File: src/rtl/count_mon_pkg.sv
// Shared types for the counter wrap monitor: FSM state encoding and the
// event-code values carried through the event slot.
package count_mon_pkg;

   typedef enum logic {
      ST_PRIME = 1'b0,
      ST_TRACK = 1'b1
   } mon_state_e;

   localparam logic EVT_UNF = 1'b0;
   localparam logic EVT_OVF = 1'b1;

endpackage : count_mon_pkg

File: src/rtl/evt_slot.sv
// One-deep valid/ack event holding register. An event arriving while the slot
// is full and not being acked is dropped and latched into the sticky lost flag.
module evt_slot (
   input  logic clk,
   input  logic rst,
   input  logic evt_in,
   input  logic code_in,
   input  logic ack,
   output logic valid,
   output logic code,
   output logic lost
);

   // NOTE: state registers use non-blocking assignments so every flop samples pre-edge values.
   always_ff @(posedge clk) begin
      if (rst) begin
         valid <= 1'b0;
         code  <= 1'b0;
         lost  <= 1'b0;
      end else if (evt_in) begin
         // An ack in the same cycle frees the slot, so the new event takes it.
         if (!valid || ack) begin
            valid <= 1'b1;
            code  <= code_in;
         end else begin
            lost  <= 1'b1;
         end
      end else if (ack) begin
         valid <= 1'b0;
      end
   end

endmodule : evt_slot

File: src/rtl/count_wrap_monitor.sv
// Watches an up/down counter for overflow/underflow, keeps a saturating signed
// wrap epoch and a threshold match. Optional step checker: COUNT_MON_STEP_CHECK_EN.
module count_wrap_monitor
   import count_mon_pkg::*;
#(
   parameter int WIDTH   = 4,
   parameter int EPOCH_W = 8
) (
   input  logic               clk,
   input  logic               rst,
   input  logic               up_down,
   input  logic [WIDTH-1:0]   count,
   input  logic [WIDTH-1:0]   thresh,
   output logic               ovf_pulse,
   output logic               unf_pulse,
   output logic [EPOCH_W-1:0] wrap_epoch,
   output logic               match,
   output logic               evt_valid,
   output logic               evt_code,
   input  logic               evt_ack,
   output logic               evt_lost,
   output logic               step_err
);

   localparam logic [WIDTH-1:0]   CNT_MAX   = '1;
   localparam logic [WIDTH-1:0]   CNT_ONE   = WIDTH'(1);
   localparam logic [EPOCH_W-1:0] EPOCH_ONE = EPOCH_W'(1);
   localparam logic [EPOCH_W-1:0] EPOCH_MAX = {1'b0, {(EPOCH_W-1){1'b1}}};
   localparam logic [EPOCH_W-1:0] EPOCH_MIN = {1'b1, {(EPOCH_W-1){1'b0}}};

   mon_state_e       state_q, state_d;
   logic [WIDTH-1:0] prev_q;
   logic             dir_q;
   logic             ovf, unf;
   logic             step_bad;

`ifdef COUNT_MON_STEP_CHECK_EN
   logic [WIDTH-1:0] step_exp;

   assign step_exp = dir_q ? (prev_q + CNT_ONE) : (prev_q - CNT_ONE);
   assign step_bad = (state_q == ST_TRACK) && (count != step_exp);

   always_ff @(posedge clk) begin
      if (rst)           step_err <= 1'b0;
      else if (step_bad) step_err <= 1'b1;
   end
`else
   assign step_bad = 1'b0;
   assign step_err = 1'b0;
`endif

   // NOTE: every always_comb output gets a default first so no path can infer a latch.
   always_comb begin
      state_d = state_q;
      ovf     = 1'b0;
      unf     = 1'b0;
      case (state_q)
         ST_PRIME: state_d = ST_TRACK;
         ST_TRACK: begin
            state_d = ST_TRACK;
            ovf = dir_q  && (prev_q == CNT_MAX) && (count == '0)     && !step_bad;
            unf = !dir_q && (prev_q == '0)      && (count == CNT_MAX) && !step_bad;
         end
         default:  state_d = ST_PRIME;
      endcase
   end

   always_ff @(posedge clk) begin
      if (rst) begin
         state_q    <= ST_PRIME;
         prev_q     <= '0;
         dir_q      <= 1'b1;
         ovf_pulse  <= 1'b0;
         unf_pulse  <= 1'b0;
         match      <= 1'b0;
         wrap_epoch <= '0;
      end else begin
         state_q   <= state_d;
         prev_q    <= count;
         dir_q     <= up_down;
         ovf_pulse <= ovf;
         unf_pulse <= unf;
         match     <= (count == thresh);
         // Saturating epoch: an update past either limit is dropped, the pulse still fires.
         if (ovf && (wrap_epoch != EPOCH_MAX))
            wrap_epoch <= wrap_epoch + EPOCH_ONE;
         else if (unf && (wrap_epoch != EPOCH_MIN))
            wrap_epoch <= wrap_epoch - EPOCH_ONE;
      end
   end

   evt_slot u_evt_slot (
      .clk     (clk),
      .rst     (rst),
      .evt_in  (ovf | unf),
      .code_in (ovf ? EVT_OVF : EVT_UNF),
      .ack     (evt_ack),
      .valid   (evt_valid),
      .code    (evt_code),
      .lost    (evt_lost)
   );

endmodule : count_wrap_monitor

File: config.mk
export PLATFORM = sky130hd
export DESIGN_NAME = count_wrap_monitor
export DESIGN_NICKNAME = d
export VERILOG_FILES = /design/src/rtl/count_mon_pkg.sv /design/src/rtl/evt_slot.sv /design/src/rtl/count_wrap_monitor.sv
export SDC_FILE = /design/constraint.sdc
export NUM_CORES = 1
export LEC_CHECK = 0
export ABC_AREA = 1
export CORE_ASPECT_RATIO = 0.75
export CORE_MARGIN = 3
export CORE_UTILIZATION = 42
export CTS_BUF_LIST = sky130_fd_sc_hd__clkbuf_16
export DETAILED_ROUTE_END_ITERATION = 16
export PLACE_DENSITY_LB_ADDON = 0.25
export SYNTH_ARGS = -nofsm -noshare
export SYNTH_HDL_FRONTEND = slang
export SYNTH_SLANG_ARGS = --single-unit
File: constraint.sdc
create_clock -name clk -period 5.51 [get_ports clk]
set_input_delay 0.8265 -clock clk [delete_from_list [all_inputs] [get_ports clk]]
set_output_delay 0.8265 -clock clk [all_outputs]
set_load 0.005 [all_outputs]
* Word-level counts from Yosys, hierarchy flattened
Index checks and enable logic that the tools add are counted.
** Storage, ports and cells
- Input bits :: 12
- Output and inout port bits :: 15
- Flip-flop bits (word level) :: 20
** Cells by class
- Multiplexer cells :: 9
- Equality and inequality tests :: 6
- Bitwise logic cells :: 2
- Reduce and logical (&&, ||, !) cells :: 16
- Add/subtract/negate cells :: 2
** Operators with widths (count)
- $mux 8 :: 2
- $add 8x1->8 const B :: 1
- $eq 4x4->1 const B :: 2
- $logic_not 4->1 :: 2
- $ne 8x7->1 const B :: 1
- $ne 8x8->1 const B :: 1
- $sub 8x1->8 const B :: 1
- $mux 1 :: 7
- $logic_and 1x1->1 :: 6
- $reduce_and 2->1 :: 3
- $eq 4x4->1 :: 1
- $reduce_bool 2->1 :: 2
- $logic_not 1->1 :: 2
- $ne 2x2->1 const B :: 1
- $logic_or 1x1->1 :: 1
- $not 1->1 :: 1
- $or 1x1->1 :: 1

* Longest topological paths before layout
- Depth in word-level cells :: 7
- Mapped depth :: 16
- Gate-level depth less buffers :: 16

* Cells and area by module
Synthesis repeated with hierarchy kept, for this count alone.
** Second synthesis, totals
- Cell total of the unflattened synthesis :: 163
- Area, all modules :: 1176.1 um2
** By module, submodules not included
- count_wrap_monitor :: times used 1, cells each 147, area an instance 1049.8 um2
- evt_slot :: times used 1, cells each 16, area an instance 126.4 um2

* Least setup slack after synthesis
OpenSTA, ideal clock, no wires.
- Path kind :: input to register
- From :: input count[0]
- To :: register wrap_epoch[7]
- Arrival :: 2287 ps
- Path slack :: 3108 ps
- Library setup time :: 115 ps
- Cell stages on the path :: 12
- Data required time :: 5395 ps
- Cells stage by stage :: inv_1 > nand2_1 > nor2_2 > nand3_2 > ha_1 > or2_4 > nand2_2 > nor2_1 > nor2_1 > nand2_1 > a21oi_1 > nor2_1
** On the way
- Longest elaborated chain between the ends :: 5
- Elaborated cells between the ends (all ways) :: 10
- Those cells by class :: eq/ne (1); mux (3); reduce/logical (6)
** Ends and longest elaborated chain
- start, declared :: line count_wrap_monitor.sv:12 : input logic [WIDTH-1:0] count,
- $eq 4x4->1 or $logic_not 4->1 (tied branches) :: line count_wrap_monitor.sv:62, count_wrap_monitor.sv:61
- $logic_and 1x1->1, on equally long branches :: line count_wrap_monitor.sv:62, count_wrap_monitor.sv:61
- $mux 1 :: line count_wrap_monitor.sv:57 : case (state_q)
- $logic_and 1x1->1, on equally long branches :: line count_wrap_monitor.sv:87, count_wrap_monitor.sv:85
- $reduce_bool 2->1 (no line) or $mux 8 (tied branches)
- end signal, assigned :: line count_wrap_monitor.sv:86 : wrap_epoch <= wrap_epoch + EPOCH_ONE;
- end signal, assigned :: line count_wrap_monitor.sv:88 : wrap_epoch <= wrap_epoch - EPOCH_ONE;
- end, declared :: line count_wrap_monitor.sv:16 : output logic [EPOCH_W-1:0] wrap_epoch,
Several ways; a longest one is shown, not always the timed one.
A chain may end at the register's enable or synchronous reset.

* Worst setup path after layout
- From :: input count[1]
- To :: register wrap_epoch[7]
The elaborated chain is that of the path after synthesis.

==> run summary <==
The quantity of hold-fixing buffers added after cts came out at 0. After clock tree synthesis, the setup repair step added 0 buffers. The met3 demand-to-capacity share in global routing is 5.83%. The clock-pin slew reported for the worst setup and hold paths after clock tree synthesis is 0.05 ns. The wire length reported by the detailed router is 2600 µm. The number of hold-slack violations in the final timing report came out at 0. The max-slew violation count is 0. The layout overhead on the synthesized area is 29.9%.

The number of enable-type register cells in the synthesized netlist is 0. The met1 routing resource usage after global routing came out at 23.2%. The count of cells resized by post-cts repair came out at 0. The number of detailed-route iterations in the first pass is 4. The count of maximum capacitance violations is 0. The worst register-to-register path begins at prev_q[3]$_SDFF_PP0_. Counting instances in the post-synthesis netlist gives the leading cell types as 39 x sky130_fd_sc_hd__nand2_1, 36 x sky130_fd_sc_hd__nor2_1, 27 x sky130_fd_sc_hd__inv_1. For this run the aggregate overflow at the end of global routing stands at 0. The global router's overall resource usage came out at 17.4%. The clock period minus worst slack came out at 2.81 ns. The largest fanout on the critical path came out at 9. The clock passes through at most 2 buffers. The critical path starts at count[1]. The average cell area after synthesis came out at 6.65 µm². The final routed wire length divided by cell count is 10.8 µm. The leakage power came out at 0.715 nW.

The first global-routing pass estimated 4590 µm of wire. The clock latency of the later-clocked register in the worst-skew pair came out at 0.25 ns. The number of setup violations in the final report is 0. The vias after detailed routing is 1110. The fraction of final layout cells with drive strength greater than 1 came out at 7.84%.

The data arrival time of the worst path is 2.96 ns. The maximum clock rate came out at 356 MHz. The total die area came out at 3500 µm². The worst path required time is 5.65 ns. The starting density of the core is 44.8%. The number of routed nets with antenna violations came out at 0. The synthesized netlist net count is 197. The power density of the placed cells is 209 nW/µm².

The sort of element at the start of the critical path is an input port. The post-layout instance count excluding filler cells is 240. The final hold slack is 0.475 ns.

The post-route fraction of the period consumed by the critical path is 51.0%. Before CTS, the worst setup slack after placement is 2.43 ns. In this run the cell area of the synthesized design comes to 1180 µm². The number of port buffers is 25. The site row count came out at 16.

The maximum vdd ir drop is 150 µV. TritonCTS built the clock tree. The register area share after synthesis came out at 33.8%.

The initial antenna violation count came to 0. After synthesis, the largest area contributor takes up 33.8% of total cell area. The post-route DRC violation count came out at 0. The diode insertion count for antenna repair came out at 0. The flow ran to the end, and the final reports show no timing, DRC or antenna violations. The detailed router finished its first iteration with 48 violations. The cell type with the largest total area after synthesis is sky130_fd_sc_hd__dfxtp_1. Measured on the finished design, the core utilization comes to 58.2%. In this run the clock root is driven by a sky130_fd_sc_hd__clkbuf_16.

The total number of clock tree sinks is 20. Sorting the synthesized cells by area gives the leading types as sky130_fd_sc_hd__dfxtp_1 34%, sky130_fd_sc_hd__nand2_1 12%, sky130_fd_sc_hd__nor2_1 11%. The floorplan core area came out at 2640 µm².

In this run, placement finished with an instance count of 236. The vertical extent of the die is 52.0 µm. The H-tree depth came out at 1. The yosys synthesis warning count is 0. Setup repair after global routing left no endpoint under its margin.

STA classifies the critical path endpoint as a flip-flop. The layer flagged by global routing as most heavily used is met2. After the last flow step, the layout net total stands at 224.

The post-synthesis async set-or-reset flop share came out at 0%. The most used flip-flop cell after synthesis is sky130_fd_sc_hd__dfxtp_1. The CTS buffer count is 3.

In this run the most critical hold path is launched from u_evt_slot.lost$_SDFFE_PP0P_. Synthesis inferred 20 register bits. The class of the most critical setup path is in -> reg. The weighted congestion at the end of routability-driven global placement came out at 0.862. The cell with the most instances after synthesis is sky130_fd_sc_hd__nand2_1.

The via count of the first global-routing pass was 1065. The cell count after synthesis came out at 178. After routing, the total negative slack on setup checks comes to 0 ns.

The sum of net half-perimeters after detailed placement is 2120 µm. The largest net degree at the start of global routing came out at 12. The worst path meets setup with 2.70 ns of slack. The detail-routed via count per cell came out at 4.63. The post-route clock skew came out at 0.00141 ns. The met2 demand-to-capacity share in global routing is 26.4%. The number of top-level pins came out at 27.

The number of unique standard cell types used by synthesis came out at 26. The worst hold path belongs to the class reg -> reg. The width of the die is 67.3 µm.
routing by layer:
| metal | wire length [µm] | up-vias | share of wire [%] |
|---|---|---|---|
| li1 | - | 599 | - |
| met1 | 1290 | 482 | 49 |
| met2 | 1150 | 23 | 44 |
| met3 | 131 | 6 | 5.0 |
| met4 | 32 | 0 | 1.2 |
| met5 | 0 | - | 0 |
power by group:
group / leakage, nW / switching, mW / internal, mW
Sequential: 0.163 / 0.00138 / 0.148
Combinational: 0.514 / 0.0119 / 0.0128
Clock: 0.0385 / 0.0506 / 0.0966
kinds of logic (layout without fill, tap and decap cells):
group                    count (synthesis)  count (layout)  share of synthesized area (%)
AND/OR/NAND/NOR                        100             100                           37.2
buffers and inverters                   31              57                           10.8
flip-flops                              20              20                           33.8
AO/OA/AOI/OAI                           15              15                           6.87
adder cells (fa/ha/maj)                  7               7                           8.03
XOR/XNOR                                 4               4                           2.96
other                                    1               1                          0.317
state kept, by name, summed over array words and instances (netlist names):
register,count
match,1
u_evt_slot.lost,1
prev_q,4
ovf_pulse,1
u_evt_slot.code,1
wrap_epoch,8
unf_pulse,1
state_q,1
dir_q,1
u_evt_slot.valid,1
per-stage QoR:
step           total power, mW  area, µm²
5_1_grt                  0.335       1540
4_1_cts                  0.325       1540
2_1_floorplan            0.165       1180
6_report                 0.321       1540
3_3_place_gp             0.176       1460
3_5_place_dp             0.177       1460
cell usage in the layout (no fill, tap or decap), drive strengths merged:
cell type / n
nor3: 2
clkinv: 1
o211ai: 1
conb: 1
o21ai: 9
inv: 28
clkbuf: 3
xor2: 2
o2111ai: 1
ha: 6
clkdlybuf4s50: 25
nor2: 40
nand3: 10
nand2: 43
fa: 1
dfxtp: 20
or2: 2
nand4: 3
a21oi: 4
xnor2: 2
worst max-delay path, cell delays in order:
cell	delay, ns
sky130_fd_sc_hd__clkdlybuf4s50_1	0.44
sky130_fd_sc_hd__nor2_1	0.13
sky130_fd_sc_hd__nand2_1	0.08
sky130_fd_sc_hd__nor2_2	0.11
sky130_fd_sc_hd__nand3_2	0.23
sky130_fd_sc_hd__ha_1	0.45
sky130_fd_sc_hd__nand2_1	0.07
sky130_fd_sc_hd__nand2_1	0.09
sky130_fd_sc_hd__nand2_1	0.05
sky130_fd_sc_hd__nand2_1	0.08
sky130_fd_sc_hd__inv_1	0.05
sky130_fd_sc_hd__nand2_1	0.05
sky130_fd_sc_hd__nand2_1	0.07
sky130_fd_sc_hd__a21oi_1	0.15
sky130_fd_sc_hd__nor2_1	0.06
path summary, 6_finish.rpt:
| check | end | slack, ns | cells past startpoint |
|---|---|---|---|
| worst max register to register | wrap_epoch[7]$_SDFFE_PP0P_ | 3.36 | 13 |
| worst min register to register | u_evt_slot.lost$_SDFFE_PP0P_ | 0.48 | 2 |
| worst max-delay path | wrap_epoch[7]$_SDFFE_PP0P_ | 2.70 | 15 |
| worst min-delay path | u_evt_slot.lost$_SDFFE_PP0P_ | 0.48 | 2 |
cell type report:
type | instances | area, µm²
fillers | 261 | 1100
multi-input cells | 127 | 656
clock inverters | 1 | 3.75
flip-flops and latches | 20 | 400
clock buffers | 3 | 75.1
well taps | 36 | 45.0
repair buffers | 25 | 250
inverters | 28 | 108
Power figures use the tool's default switching activity.
==> edit 1, RTL diff (same settings) <==
Add a define of `COUNT_MON_STEP_CHECK_EN`.
--- a/src/rtl/count_wrap_monitor.sv
+++ b/src/rtl/count_wrap_monitor.sv
@@ -1,4 +1,6 @@
 // Watches an up/down counter for overflow/underflow, keeps a saturating signed
 // wrap epoch and a threshold match. Optional step checker: COUNT_MON_STEP_CHECK_EN.
+`define COUNT_MON_STEP_CHECK_EN
+
 module count_wrap_monitor
    import count_mon_pkg::*;
Formal check against the unedited RTL: not equivalent (a bounded check fails within 4 cycles, from zero or initial values and one cycle with rst high).
==> edit 1 against the unedited design <==
First-iteration DRC count rose by 44%; power rose by 11%; fmax decreased by 17%; wire length increased by 14%; clock power grew 7%; non-clock buffer count up 1; area after synthesis grew 11%; worst setup slack worse by 0.59 ns; design area rose by 9.0%; sequential power up 6%; sequential cell count up 1; register-to-register slack got worse by 0.98 ns; critical path type unchanged.
==> edit 1: results (changes against the unedited design) <==
Drt
  • Wire per inst: 12.7 um (was 10.8 um)
  • Wire length on met2: 1370 um (was 1150 um)
  • Met3 wire length: 215 um (was 131 um)
  • Drt via density: 5.17 (was 4.63)
  • Initial DRC count: 69 (was 48)
  • WL met1: 1360 um (was 1290 um)
  • 1st-pass router iterations: 5 (was 4)

Logic synthesis
  • Synth Net Count: 191 (was 197)
  • Top cells by area, synth: dfxtp_1, nand2_1, ha_1 (was dfxtp_1, nand2_1, nor2_1)
  • Post-synthesis xor/xnor area fraction: 4.68% (was 2.96%)
  • Count of cell types in the netlist: 32 (was 26)
  • Synth Area in Adders: 10.7% (was 8.03%)

Run status
  • Outcome: completed (unchanged)

Global route
  • GR Layer Usage met1: 20.6% (was 23.2%)
  • First-pass GRT wire length: 4930 um (was 4590 um)
  • Met2 GRT Util: 27.6% (was 26.4%)
  • GRT Util Overall: 16.4% (was 17.4%)
  • Met3 Resource Use GR: 5.69% (was 5.83%)

Placed design
  • Input/output buffers: 26 (was 25)
  • Worst slack, placed: 2.01 ns (was 2.43 ns)
  • Dpl cell area: 1590 sq um (was 1460 sq um)

Critical path
  • Crit path DAT: 3.56 ns (was 2.96 ns)
  • R2R depth: 18 (was 13)
  • Critical-path top delay cell: clkdlybuf4s50_1 (was ha_1)
  • Worst r2r src: dir_q$_SDFF_PP1_ (was prev_q[3]$_SDFF_PP0_)

Power
  • VDD IR max: 174 uV (was 150 uV)
  • Pleak: 0.735 nW (was 0.715 nW)

Timing
  • Skew final: 0.00362 ns (was 0.00141 ns)
  • Post-route setup slack: 2.11 ns (was 2.70 ns)
  • Hold WS: 0.447 ns (was 0.475 ns)

Final layout
  • Share of layout cells above drive strength 1: 12.2% (was 7.84%)
==> edit 1: cell types whose count changed after synthesis, sizes merged, moves of 2 or more <==
cell    change
nand2       -4
inv        -10
buf         -2
o21ai       -2
nor4        +5
ha          +2
a21oi      +11
xor2        +2
nor2       -18
a211oi      +2
==> edit 1: area by class of cell <==
| cell class | count | area [sq um] | share of cell area, % |
|---|---|---|---|
| Clock buffer | 3 | 75.1 | 4.48 |
| Clock inverter | 1 | 7.51 | 0.448 |
| Inverter | 19 | 71.3 | 4.26 |
| Multi-Input combinational cell | 127 | 796 | 47.5 |
| Sequential cell | 21 | 420 | 25.1 |
| Tap cell | 36 | 45.0 | 2.69 |
| Timing Repair Buffer | 26 | 260 | 15.5 |
==> edit 1: power groups by stage <==
stage                     Combinational (mW)  Clock, mW  Sequential [mW]
after global routing                  0.0471      0.162            0.158
after CTS                             0.0426      0.159            0.158
after detailed placement              0.0424          0            0.161
final                                 0.0424      0.158            0.158
after floorplan                       0.0265          0            0.160
after global placement                0.0416          0            0.161
==> edit 2, RTL diff (same flow settings) <==
Made on the original files. The output `ovf_pulse` loses its register stage (`ovf_pulse` becomes a continuous assignment).
--- a/src/rtl/count_wrap_monitor.sv
+++ b/src/rtl/count_wrap_monitor.sv
@@ -71,5 +71,4 @@
          prev_q     <= '0;
          dir_q      <= 1'b1;
-         ovf_pulse  <= 1'b0;
          unf_pulse  <= 1'b0;
          match      <= 1'b0;
@@ -79,5 +78,4 @@
          prev_q    <= count;
          dir_q     <= up_down;
-         ovf_pulse <= ovf;
          unf_pulse <= unf;
          match     <= (count == thresh);
@@ -89,4 +87,6 @@
       end
    end
+
+   assign ovf_pulse = ovf;
 
    evt_slot u_evt_slot (
Function: changed (a bounded check fails within 4 cycles, from zero or initial values and one cycle with rst high).
==> edit 2 against the unedited design <==
Wire length fell by 6.7%; design area rose by 0.73%; final cell count down 1.3%; area after synthesis rose by 0.21%; die area is 0.18% higher; worst setup slack lost 0.34 ns; sequential cell count fell by 1; power down 2.4%; critical endpoint is now ovf_pulse; largest cell class unchanged.
==> edit 2: results (changes against the unedited design) <==
Clock tree
  • Clock Pin Slew Worst Setup and Hold Paths: 0.05 ns (about the same)
  • Clk buf depth: 2 (unchanged)
  • Post-CTS Resized: 0 (unchanged)
  • # H-tree levels: 1 (unchanged)
  • # Post-CTS Setup Buffers: 0 (unchanged)
  • CTS Buf Count: 3 (unchanged)
  • Clock root cell: clkbuf_16 (unchanged)
  • Latest clock arrival within the worst-skew pair: 0.25 ns (about the same)

Drt
  • Wire per inst: 10.2 um (was 10.8 um)
  • 1st-pass router iterations: 4 (unchanged)
  • Initial DRC count: 75 (was 48)
  • Drt drc: 0 (unchanged)
  • Vias post-DR: 1083 (was 1110)

Final layout
  • Share of layout cells above drive strength 1: 8.46% (was 7.84%)
  • FILL cells: 257 (was 261)
  • Final Net Count: 221 (was 224)
  • Diodes inserted: 0 (unchanged)
  • Largest regs: wrap_epoch (8), prev_q (4) (unchanged)

Critical path
  • Crit path DAT: 2.33 ns (was 2.96 ns)
  • Worst-path fanout max: 4 (was 9)

Global route
  • First-pass GRT wire length: 4490 um (was 4590 um)
  • Initial antenna violation count: 0 (unchanged)
  • Largest net degree at the start of global routing: 12 (unchanged)
  • Vias in the first global route: 1003 (was 1065)
  • GRT Util Overall: 16.8% (was 17.4%)

Logic synthesis
  • Ys Warns: 0 (unchanged)
  • Count of cell types in the netlist: 28 (was 26)
  • Post-synth EDFFs: 0 (unchanged)
  • Synth Net Count: 193 (was 197)
  • Post-synth ARST share: 0% (unchanged)
  • Sequential element share of the synthesized area: 32.1% (was 33.8%)
  • Synth cell count leaders: nand2_1, nor2_1, inv_1 (unchanged)
  • Top cells by area, synth: dfxtp_1, nand2_1, nor2_1 (unchanged)

Run status
  • Outcome: completed (unchanged)

Placed design
  • GPL Wtd Cong: 0.839 (was 0.862)
  • Input/output buffers: 25 (unchanged)
  • Post-DP HPWL: 1960 um (was 2120 um)

Power
  • Pleak: 0.696 nW (was 0.715 nW)
  • Int Power: 0.251 mW (was 0.257 mW)
  • VDD IR max: 139 uV (was 150 uV)

Timing
  • Skew final: 0.00318 ns (was 0.00141 ns)

Worst hold path
  • Hold Crit Class: reg2reg (unchanged)
edit 2: kinds of logic after synthesis:
logic type      after synthesis  synth area share, %
compound gates               16                 7.07
xor+xnor                      5                 3.69
fa+ha+maj                     7                 8.02
buf+inv                      31                 10.7
flops                        19                 32.1
other cells                   1                0.316
simple gates                 95                 38.2
edit 2: stage by stage:
stage	total power, mW	worst slack, ns	cell area, sq um	cells	util [%]
floorplan	0.158	3.10	1190	174	-
global placement	0.169	2.39	1470	233	55.6
detailed placement	0.170	2.36	1470	233	55.6
CTS	0.319	2.35	1550	237	58.6
global route	0.328	2.26	1550	237	58.6
finish	0.313	2.36	1550	237	58.6
edit 2: final timing paths:
check,startpoint,to,slack [ns],cells after the start
max,count[1],ovf_pulse,2.36,7
min reg2reg,u_evt_slot.code$_SDFFE_PP0P_,u_evt_slot.code$_SDFFE_PP0P_,0.47,2
max reg2reg,state_q$_DFF_P_,wrap_epoch[7]$_SDFFE_PP0P_,3.37,13
min,u_evt_slot.code$_SDFFE_PP0P_,u_evt_slot.code$_SDFFE_PP0P_,0.47,2
edit 2: final cells by class:
class	count	share of cell area, %
multi-input cells	124	43.9
flip-flops and latches	19	24.6
repair buffers	25	16.2
inverters	29	7.35
clock buffers	3	4.85
well taps	36	2.91
clock inverters	1	0.323
edit 2: power groups by stage:
stage	clock, mW	sequential [mW]	combinational (mW)
detailed placement	0	0.145	0.0247
floorplan	0	0.145	0.0131
global placement	0	0.145	0.0244
finish	0.146	0.142	0.0249
CTS	0.152	0.142	0.0249
global route	0.158	0.142	0.0281
edit 2: metal layers:
layer / global-route usage (%) / share of wire [%] / vias up
li1: - / - / 591
met1: 22.9 / 52 / 466
met2: 25.8 / 42 / 24
met3: 4.75 / 5.1 / 2
met4: 5.05 / 0.74 / 0
met5: 0 / 0 / -
edit 2: critical path, cell delays in order:
cell and delay, ns:
clkdlybuf4s50_1 0.47, nor2_1 0.12, nand2_1 0.07, nor2_2 0.16, nand2_1 0.10, inv_1 0.08, clkdlybuf4s50_1 0.49
